--- config.mk ---
export PLATFORM = sky130hd
export DESIGN_NAME = grn_node_lut
export DESIGN_NICKNAME = d
export VERILOG_FILES = /design/src/rtl/grn_node_lut.sv
export SDC_FILE = /design/constraint.sdc
export NUM_CORES = 1
export LEC_CHECK = 0
export CAP_MARGIN = 0
export CORE_ASPECT_RATIO = 1.75
export CORE_MARGIN = 2
export CORE_UTILIZATION = 44
export CTS_CLUSTER_DIAMETER = 100
export DETAILED_ROUTE_END_ITERATION = 6
export HOLD_SLACK_MARGIN = 0.02
export PLACE_DENSITY = 0.76
export SYNTH_ARGS = -nofsm -noshare
export SYNTH_HDL_FRONTEND = slang
export SYNTH_SLANG_ARGS = --single-unit
--- constraint.sdc ---
create_clock -name clk -period 2.7 [get_ports clk]
set_clock_uncertainty 0.2 [all_clocks]
set_input_delay 0.54 -clock clk [delete_from_list [all_inputs] [get_ports clk]]
set_output_delay 0.54 -clock clk [all_outputs]
set_load 0.01 [all_outputs]
--- src/rtl/grn_node_lut.sv ---
// grn_node_lut: Boolean GRN node with programmable truth table, slow/fast state copies and s1 flip counter
module grn_node_lut #(
   parameter int K = 2,
   parameter int S0_DIV = 2,
   parameter logic [(1<<K)-1:0] LUT_INIT = '0,
   parameter int CNT_W = 16
) (
   input  logic                clk,
   input  logic                rst,
   input  logic                reset_nos,
   input  logic                init_state,
   input  logic                start_s0,
   input  logic                start_s1,
   input  logic [K-1:0]        regs_s0,
   input  logic [K-1:0]        regs_s1,
   input  logic                cfg_we,
   input  logic [(1<<K)-1:0]   cfg_lut,
   output logic                s0,
   output logic                s1,
   output logic                node_s0,
   output logic                node_s1,
   output logic                match,
   output logic [CNT_W-1:0]    flips,
   output logic [(1<<K)-1:0]   lut_q
);
   localparam int DW = (S0_DIV > 1) ? $clog2(S0_DIV) : 1;
   localparam logic [DW-1:0] DIV_MAX = DW'(S0_DIV - 1);

   logic [(1<<K)-1:0] lut;
   logic [DW-1:0]     div_cnt;
   logic              nxt_s1;

   assign nxt_s1  = lut[regs_s1];
   assign node_s0 = s0;
   assign node_s1 = s1;
   assign match   = s0 == s1;
   assign lut_q   = lut;

   // State update: rst, then network re-init, then start-driven advances; table writes act after indexing
   always_ff @(posedge clk) begin
      if (rst) begin
         s0      <= 1'b0;
         s1      <= 1'b0;
         flips   <= '0;
         lut     <= LUT_INIT;
         div_cnt <= DIV_MAX;
      end else begin
         if (reset_nos) begin
            s0      <= init_state;
            s1      <= init_state;
            flips   <= '0;
            div_cnt <= '0;
         end else begin
            if (start_s0) begin
               if (div_cnt == '0) begin
                  s0      <= lut[regs_s0];
                  div_cnt <= DIV_MAX;
               end else begin
                  div_cnt <= div_cnt - 1'b1;
               end
            end
            if (start_s1) begin
               s1 <= nxt_s1;
               if (nxt_s1 != s1 && flips != '1) flips <= flips + 1'b1;
            end
         end
         if (cfg_we) lut <= cfg_lut;
      end
   end
endmodule

==> flow_summary.toml, run 1 <==
[outcome]
status = "completed"

[clock_network]
insertion_delay_ns = 0.27
cts_tree = "built"
htree_levels = 1
root_buffer = "clkbuf_8"
cts_max_path_buffers = 2
clk_pin_slew_ns = 0.08
cts_sinks = 23
postCtsSetupBuffers = 0
cts_buffers = 3

[die]
core_um2 = 2492
io_pins = 40
chipHeight_um = 72.03
die_x_um = 42.88
start_util_pct = 46.69
die_area_um2 = 3088
row_count = 24

[min_path]
worstHoldEndpoint = "flips[1]"
holdPathStages = 2
worstHoldStart = "flips[1]"
min_path_type = "reg -> reg"

[setup_path]
cp.required_ns = 2.66
ff2ff_path_depth = 5
cp_max_fo = 12
crit_type = "in -> reg"
reg2reg_slack_ns = 0.55
rr_endpoint = "flips[13]"
critPathLaunchType = "primary input"
crit_arrival_ns = 2.55
r2r_start = "lut_q[3]"
endpoint_kind = "register"

[final_layout]
area_growth_pct = 40.86
layout_commonest_cell = "clkdlybuf4s50_1"
instances_no_fill = 196
final_cell_mix = "clkdlybuf4s50_1 (39), dfxtp_1 (23), nor2_1 (19)"
drive_gt1_share_pct = 9.412
fin_nets = 187
n_antenna_cell = 0

[sta]
setup_viol = 0
slew_headroom_pct = 65.91
final_max_slew_viol_count = 0
fin_crit_ns = 2.590
fin_crit_sh_pct = 95.94
fmax_mhz = 386.0
setup_ws_ns = 0.1097
fin_setup_tns_ns = 0
worst_pin_slew_ns = 0.5088
finalHoldViolCount = 0
rsz0062_at_grt = "false"

[synthesis]
ys_warn_count = 0
synthCells = 128
synth_top_area_cell = "dfxtp_1"
synth_area_leaders = "dfxtp_1 (40%), xnor2_1 (9.8%), nor2_1 (6.1%)"
syn-num-nets = 144
synthFlopType = "dfxtp_1"
synth_seq_cells = 23
avgSynthCellArea_um2 = 9.091
synth_cell_types = 32
synth_top_area_share_pct = 39.57
synth_edf_count = 0
synthesis.area_um2 = 1164
async_flop_share_pct = 0
synth_seq_area_share_pct = 39.57

[global_routing]
grt_pass1_wl_um = 4650
grt_use_total_pct = 19.58
antenna_found_initial = 0
grt_max_degree = 14
grt_pass1_vias = 1120
overflow = 0

[placed_design]
pre_cts_ws_ns = -0.3244
hpwl_um = 2236
place.gp.congestion = 0.8573
port-buffer-count = 39
dp.cells = 192

[pwr]
power_density_nw_per_um2 = 415.6
ir_drop_mv = 0.2846
seqPwrFrac_pct = 52.2
combinationalPowerShare_pct = 16.0
p_int_uw = 517.3
netSwitchingPower_uw = 163.9
leakagePower_nw = 0.5476
power_frac_clock_pct = 31.7
swShare_pct = 24.06

[drt]
avgRoutedWirePerCell_um = 14.18
post_drt_via_cell_ratio = 5.653
drt_pass1_iterations = 4
num_vias = 1108
postRouteAntennaNets = 0
drt_wl_total_um = 2779
drt_iter0_drc = 21
drc = 0

[flow_run]
cap_viol_max_count = 0
-- synth_stat cells (3+ instances only) --
library cell / number
dfxtp_1: 23
nor2_1: 19
xnor2_1: 13
nand2_1: 8
nor4_1: 8
nand3_1: 7
a211oi_1: 4
mux2i_1: 4
nand4_1: 4
and4_1: 3
nor3_1: 3
o21a_1: 3
xor2_1: 3
-- registers in the layout (all words and copies together), names as in the netlist --
name / flops
div_cnt: 1
lut_q: 4
node_s1: 1
node_s0: 1
flips: 16
-- kinds of logic after synthesis --
family	share of synthesized area, %
DFF	39.57
buffers and inverters	3.871
muxes	9.247
and+or+nand+nor	25.05
xor gates and xnor gates	12.04
adders and majority gates	1.075
AOI/OAI and AO/OA	9.139
-- layer usage --
metal	global-route usage (%)	vias to the layer above	wire length, um
met5	0	-	0
met4	11.46	0	87
met3	3.731	10	163
met2	37.54	49	1541
met1	18.18	507	987
li1	-	542	-
-- per-stage QoR --
stage | total power, mW | cell area [um^2] | hold slack (ns) | util [%]
after floorplan | 0.4163 | 1164 | 0.3120 | -
after global placement | 0.4684 | 1587 | 0.2868 | 63.65
after detailed placement | 0.4707 | 1587 | 0.2995 | 63.65
after CTS | 0.6839 | 1639 | 0.3095 | 65.76
after global routing | 0.7091 | 1639 | 0.3590 | 65.76
final | 0.6812 | 1639 | 0.3064 | 65.76
-- how the worst max path moves through the flow --
| stage | slack, ns | to | cells past startpoint | from |
|---|---|---|---|---|
| floorplan | 0.48 | flips[4] | 5 | regs_s1[0] |
| global placement | -0.26 | flips[13] | 6 | regs_s1[0] |
| detailed placement | -0.32 | flips[13] | 6 | regs_s1[0] |
| CTS | 0.13 | flips[13] | 6 | regs_s1[0] |
| global route | 0.02 | flips[13] | 6 | regs_s1[0] |
| finish | 0.11 | flips[13] | 6 | regs_s1[0] |
-- power groups by stage --
stage	Sequential (mW)	Combinational [mW]	Clock, mW
finish	0.356	0.109	0.216
floorplan	0.365	0.0514	0
detailed placement	0.364	0.107	0
CTS	0.356	0.110	0.218
global placement	0.363	0.105	0
global route	0.357	0.116	0.236
-- repair_timing --
action,in CTS,in global routing
resized for setup,1,0
endpoints found under the setup margin,6,0
hold buffers,0,0
endpoints found under the hold margin,0,0
-- critical path, cell delays in order --
cell and delay (ns):
clkdlybuf4s50_1 0.48, mux4_2 0.56, xnor2_2 0.26, nor4_1 0.50
xnor2_1 0.17, nor2_1 0.05
-- layout make-up --
cell class	count	area, um^2
tap	26	32.53
fill	216	853.3
clock buffer	4	45.04
inverter	2	7.507
sequential	23	460.4
timing repair buffer	44	427.9
multi-input combinational	97	665.6
No activity file was read; power rests on OpenSTA's default activity.
==> run 2, diff against run 1 <==
- CELL_PAD_IN_SITES_DETAIL_PLACEMENT: default -> 1
- CELL_PAD_IN_SITES_GLOBAL_PLACEMENT: default -> 1
- CORE_UTILIZATION: 44 -> 34
- CTS_BUF_LIST: default -> sky130_fd_sc_hd__clkbuf_4
- PLACE_DENSITY: 0.76 -> 0.79
==> flow_summary.toml, run 2 (synthesis results as in run 1) <==
[die]
die_x_um = 48.22
die_area_um2 = 3925
chipHeight_um = 81.39
core_um2 = 3328
io_pins = 40
start_util_pct = 34.96
row_count = 28

[setup_path]
crit_type = "in -> reg"
slowest_delay_ns = 0.55
endpoint_kind = "register"
cp_slowest_cell = "mux4_2"
worst-path-buf-inv = 2
worst_path_most_repeated_cell = "xnor2_1"
cp.required_ns = 2.73
crit_chain = "clkdlybuf4s50_1, mux4_2, xnor2_1, buf_4, nor4_1, xnor2_1, nor2_1"
cp_max_fo = 5
crit_family = "buffers and inverters"
critPathLaunchType = "primary input"
crit_arrival_ns = 2.52

[pwr]
seqPwrFrac_pct = 54.9
netSwitchingPower_uw = 164.8
leakagePower_nw = 0.5495
combinationalPowerShare_pct = 17.7
p_int_uw = 483.9
power_density_nw_per_um2 = 391.9
swShare_pct = 25.41
ir_drop_mv = 0.2717
power_frac_clock_pct = 27.4

[clock_network]
clk_pin_slew_ns = 0.12
cts_sinks = 23
postCtsSetupBuffers = 0
insertion_delay_ns = 0.32
cts_resized = 0
root_buffer = "clkbuf_4"
cts_buffers = 3
cts_hold_buf = 0
cts_tree = "built"
htree_levels = 1
cts_max_path_buffers = 2

[final_layout]
fillers = 400
fin_nets = 189
multiInputGateArea_um2 = 658.1
n_antenna_cell = 0
final_cell_mix = "clkdlybuf4s50_1 (39), dfxtp_1 (23), nor2_1 (19)"
area_growth_pct = 42.26
top_register = "flips"
seqCellArea_um2 = 460.4
utilization_pct = 49.74
layout_commonest_cell = "clkdlybuf4s50_1"
instances_no_fill = 217
drive_gt1_share_pct = 10.47
largest_reg_flops = 16

[sta]
fin_crit_ns = 2.490
timing.hold.ws_ns = 0.3380
slew_headroom_pct = 68.62
finalHoldViolCount = 0
worst_pin_slew_ns = 0.4665
fin_crit_sh_pct = 92.21
rsz0062_at_grt = "false"
setup_ws_ns = 0.2103
setup_viol = 0
fmax_mhz = 401.7
final_max_slew_viol_count = 0

[drt]
drt_iter0_drc = 17
avgRoutedWirePerCell_um = 15.38
postRouteAntennaNets = 0
drt_pass1_iterations = 3
drc = 0
drt_wl_total_um = 3337
num_vias = 1132
post_drt_via_cell_ratio = 5.217

[placed_design]
place.gp.congestion = 0.8391
hpwl_um = 2698
port-buffer-count = 39
dp.cells = 213
pre_cts_ws_ns = -0.1472

[global_routing]
antenna_found_initial = 0
grt_max_degree = 14
grt_use_total_pct = 19.14
grt_pass1_wl_um = 5306
overflow = 0
grt_pass1_vias = 1232

[outcome]
status = "completed"

[min_path]
min_path_type = "reg -> reg"

[flow_run]
cap_viol_max_count = 0
==> run 2: changes by cell type in the layout (fill, tap and decap cells not counted) <==
cell	delta
clkbuf_4	+4
clkbuf_8	-3
buf_4	+2
clkbuf_1	-1
xnor2_1	+1
xnor2_2	-1
==> run 2: final cells by class <==
type | instances | share of cell area, %
multi-input cells | 97 | 39.76
flip-flops and latches | 23 | 27.82
repair buffers | 46 | 26.76
well taps | 45 | 3.401
clock buffers | 4 | 1.814
inverters | 2 | 0.4535
==> run 2: per-layer routing <==
layer | track usage (%) | up-vias | wire length, um
met5 | 0 | - | 0
met4 | 10.27 | 0 | 104
met3 | 3.111 | 11 | 164
met2 | 36.84 | 46 | 1994
met1 | 16.69 | 534 | 1074
li1 | - | 541 | -
==> run 2: path summary, 6_finish.rpt <==
path	from	endpoint	slack (ns)	cells past startpoint
max reg2reg	lut_q[3]	flips[9]	0.57	6
min reg2reg	flips[1]	flips[1]	0.34	2
max	regs_s1[0]	flips[9]	0.21	7
min	flips[1]	flips[1]	0.34	2
==> run 2: through the flow <==
| stage | cell area [um^2] | total power, mW | setup TNS, ns |
|---|---|---|---|
| global route | 1655 | 0.6815 | 0 |
| floorplan | 1164 | 0.4163 | 0 |
| CTS | 1655 | 0.6592 | 0 |
| global placement | 1625 | 0.4756 | -0.3784 |
| detailed placement | 1625 | 0.4794 | -1.025 |
| finish | 1655 | 0.6487 | 0 |
==> run 2: power by group through the flow <==
stage                     clock network [mW]  registers (mW)  logic, mW
after floorplan                            0           0.365     0.0514
after global placement                     0           0.364      0.112
after detailed placement                   0           0.364      0.115
after CTS                              0.186           0.357      0.116
after global routing                   0.199           0.358      0.124
final                                  0.178           0.356      0.115
==> run 2: worst min-delay path, stage by stage, from the launching register on <==
cell and delay, ns:
dfxtp_1 0.36, nand3_1 0.07, o21ai_0 0.07
==> run 3, diff against run 2 <==
- CORE_UTILIZATION: 34 -> 32
- CTS_BUF_LIST: sky130_fd_sc_hd__clkbuf_4 -> sky130_fd_sc_hd__clkbuf_16
- PLACE_DENSITY: 0.79 -> 0.75
==> flow_summary.toml, run 3 (synthesis results as in run 1) <==
[clock_network]
clk_pin_slew_ns = 0.06
htree_levels = 1
root_buffer = "clkbuf_16"
cts_max_path_buffers = 2
cts_sinks = 23
postCtsSetupBuffers = 0
insertion_delay_ns = 0.26
cts_buffers = 3
cts_tree = "built"

[global_routing]
grt_pass1_vias = 1282
overflow = 0
grt_use_total_pct = 17.56
grt_max_degree = 14
grt_pass1_wl_um = 5685
antenna_found_initial = 0

[die]
die_area_um2 = 4154
die_x_um = 49.59
row_count = 29
chipHeight_um = 83.77
start_util_pct = 32.72
io_pins = 40
core_um2 = 3556

[setup_path]
endpoint_kind = "register"
cp.required_ns = 2.71
crit_arrival_ns = 2.62
crit_type = "in -> reg"
critPathLaunchType = "primary input"
cp_max_fo = 4

[final_layout]
area_growth_pct = 47.85
layout_commonest_cell = "clkdlybuf4s50_1"
final_cell_mix = "clkdlybuf4s50_1 (39), dfxtp_1 (23), nor2_1 (19)"
instances_no_fill = 218
top_register = "flips"
largest_reg_flops = 16
drive_gt1_share_pct = 11.05
fin_nets = 189
utilization_pct = 48.38
n_antenna_cell = 0

[sta]
fin_crit_sh_pct = 96.71
worst_pin_slew_ns = 0.5081
slew_headroom_pct = 65.96
finalHoldViolCount = 0
fin_crit_ns = 2.611
setup_ws_ns = 0.08888
fmax_mhz = 383.0
final_max_slew_viol_count = 0
setup_viol = 0
fin_setup_tns_ns = 0

[placed_design]
dp.cells = 214
pre_cts_ws_ns = -0.3870
port-buffer-count = 39
hpwl_um = 2757
place.gp.congestion = 0.8042

[drt]
avgRoutedWirePerCell_um = 15.73
drt_iter0_drc = 8
drc = 0
post_drt_via_cell_ratio = 5.289
drt_wl_total_um = 3429
drt_pass1_iterations = 4
postRouteAntennaNets = 0
num_vias = 1153

[outcome]
status = "completed"

[pwr]
ir_drop_mv = 0.3376
leakagePower_nw = 0.5777
power_density_nw_per_um2 = 463.1

[min_path]
min_path_type = "reg -> reg"

[flow_run]
cap_viol_max_count = 0
-- run 3: where the power goes --
group | switching [mW] | total [mW] | leakage (nW) | internal, mW
clock network | 0.125 | 0.323 | 0.0423 | 0.198
registers | 0.00995 | 0.357 | 0.187 | 0.347
logic | 0.0472 | 0.117 | 0.348 | 0.0693
total | 0.182 | 0.797 | 0.578 | 0.615
-- run 3: worst paths after layout --
kind / from / endpoint / slack [ns] / cells after the start
min reg2reg: flips[1] / flips[1] / 0.33 / 2
min: flips[1] / flips[1] / 0.33 / 2
max: regs_s1[0] / flips[4] / 0.09 / 7
max reg2reg: lut_q[3] / flips[4] / 0.54 / 6
-- run 3: what timing repair did --
item | in CTS | in global routing
endpoints found under the setup margin | 8 | 1
cloned | 0 | 0
gates resized for setup | 1 | 1
hold buffers | 0 | 0
-- run 3: through the flow --
stage | hold slack [ns] | area [um^2] | power (mW)
floorplan | 0.3120 | 1164 | 0.4163
global placement | 0.3073 | 1627 | 0.4739
detailed placement | 0.3261 | 1627 | 0.4786
CTS | 0.3345 | 1713 | 0.8013
global route | 0.3682 | 1720 | 0.8292
finish | 0.3334 | 1720 | 0.7967
-- run 3: critical path, cell delays in order --
cell and delay, ns:
clkdlybuf4s50_1 0.48, mux4_2 0.55, buf_4 0.17, xor2_2 0.16, o211ai_2 0.14, or4_1 0.49
nand2_1 0.08
-- run 3: area by class of cell --
cell class                      count  area, um^2
Fill cell                         442        1836
Multi-Input combinational cell     97       673.1
Sequential cell                    23       460.4
Timing Repair Buffer               46       442.9
Clock buffer                        3       75.07
Tap cell                           46       57.56
Inverter                            2       7.507
Clock inverter                      1       3.754
-- run 3: layer usage --
layer	vias to the layer above	share of wire, %	global-route usage (%)	routed length (um)
met5	-	0	0	0
li1	547	-	-	-
met1	566	34	15.65	1154
met4	0	1.5	6.818	50
met2	36	61	36.12	2091
met3	4	3.8	3.047	132
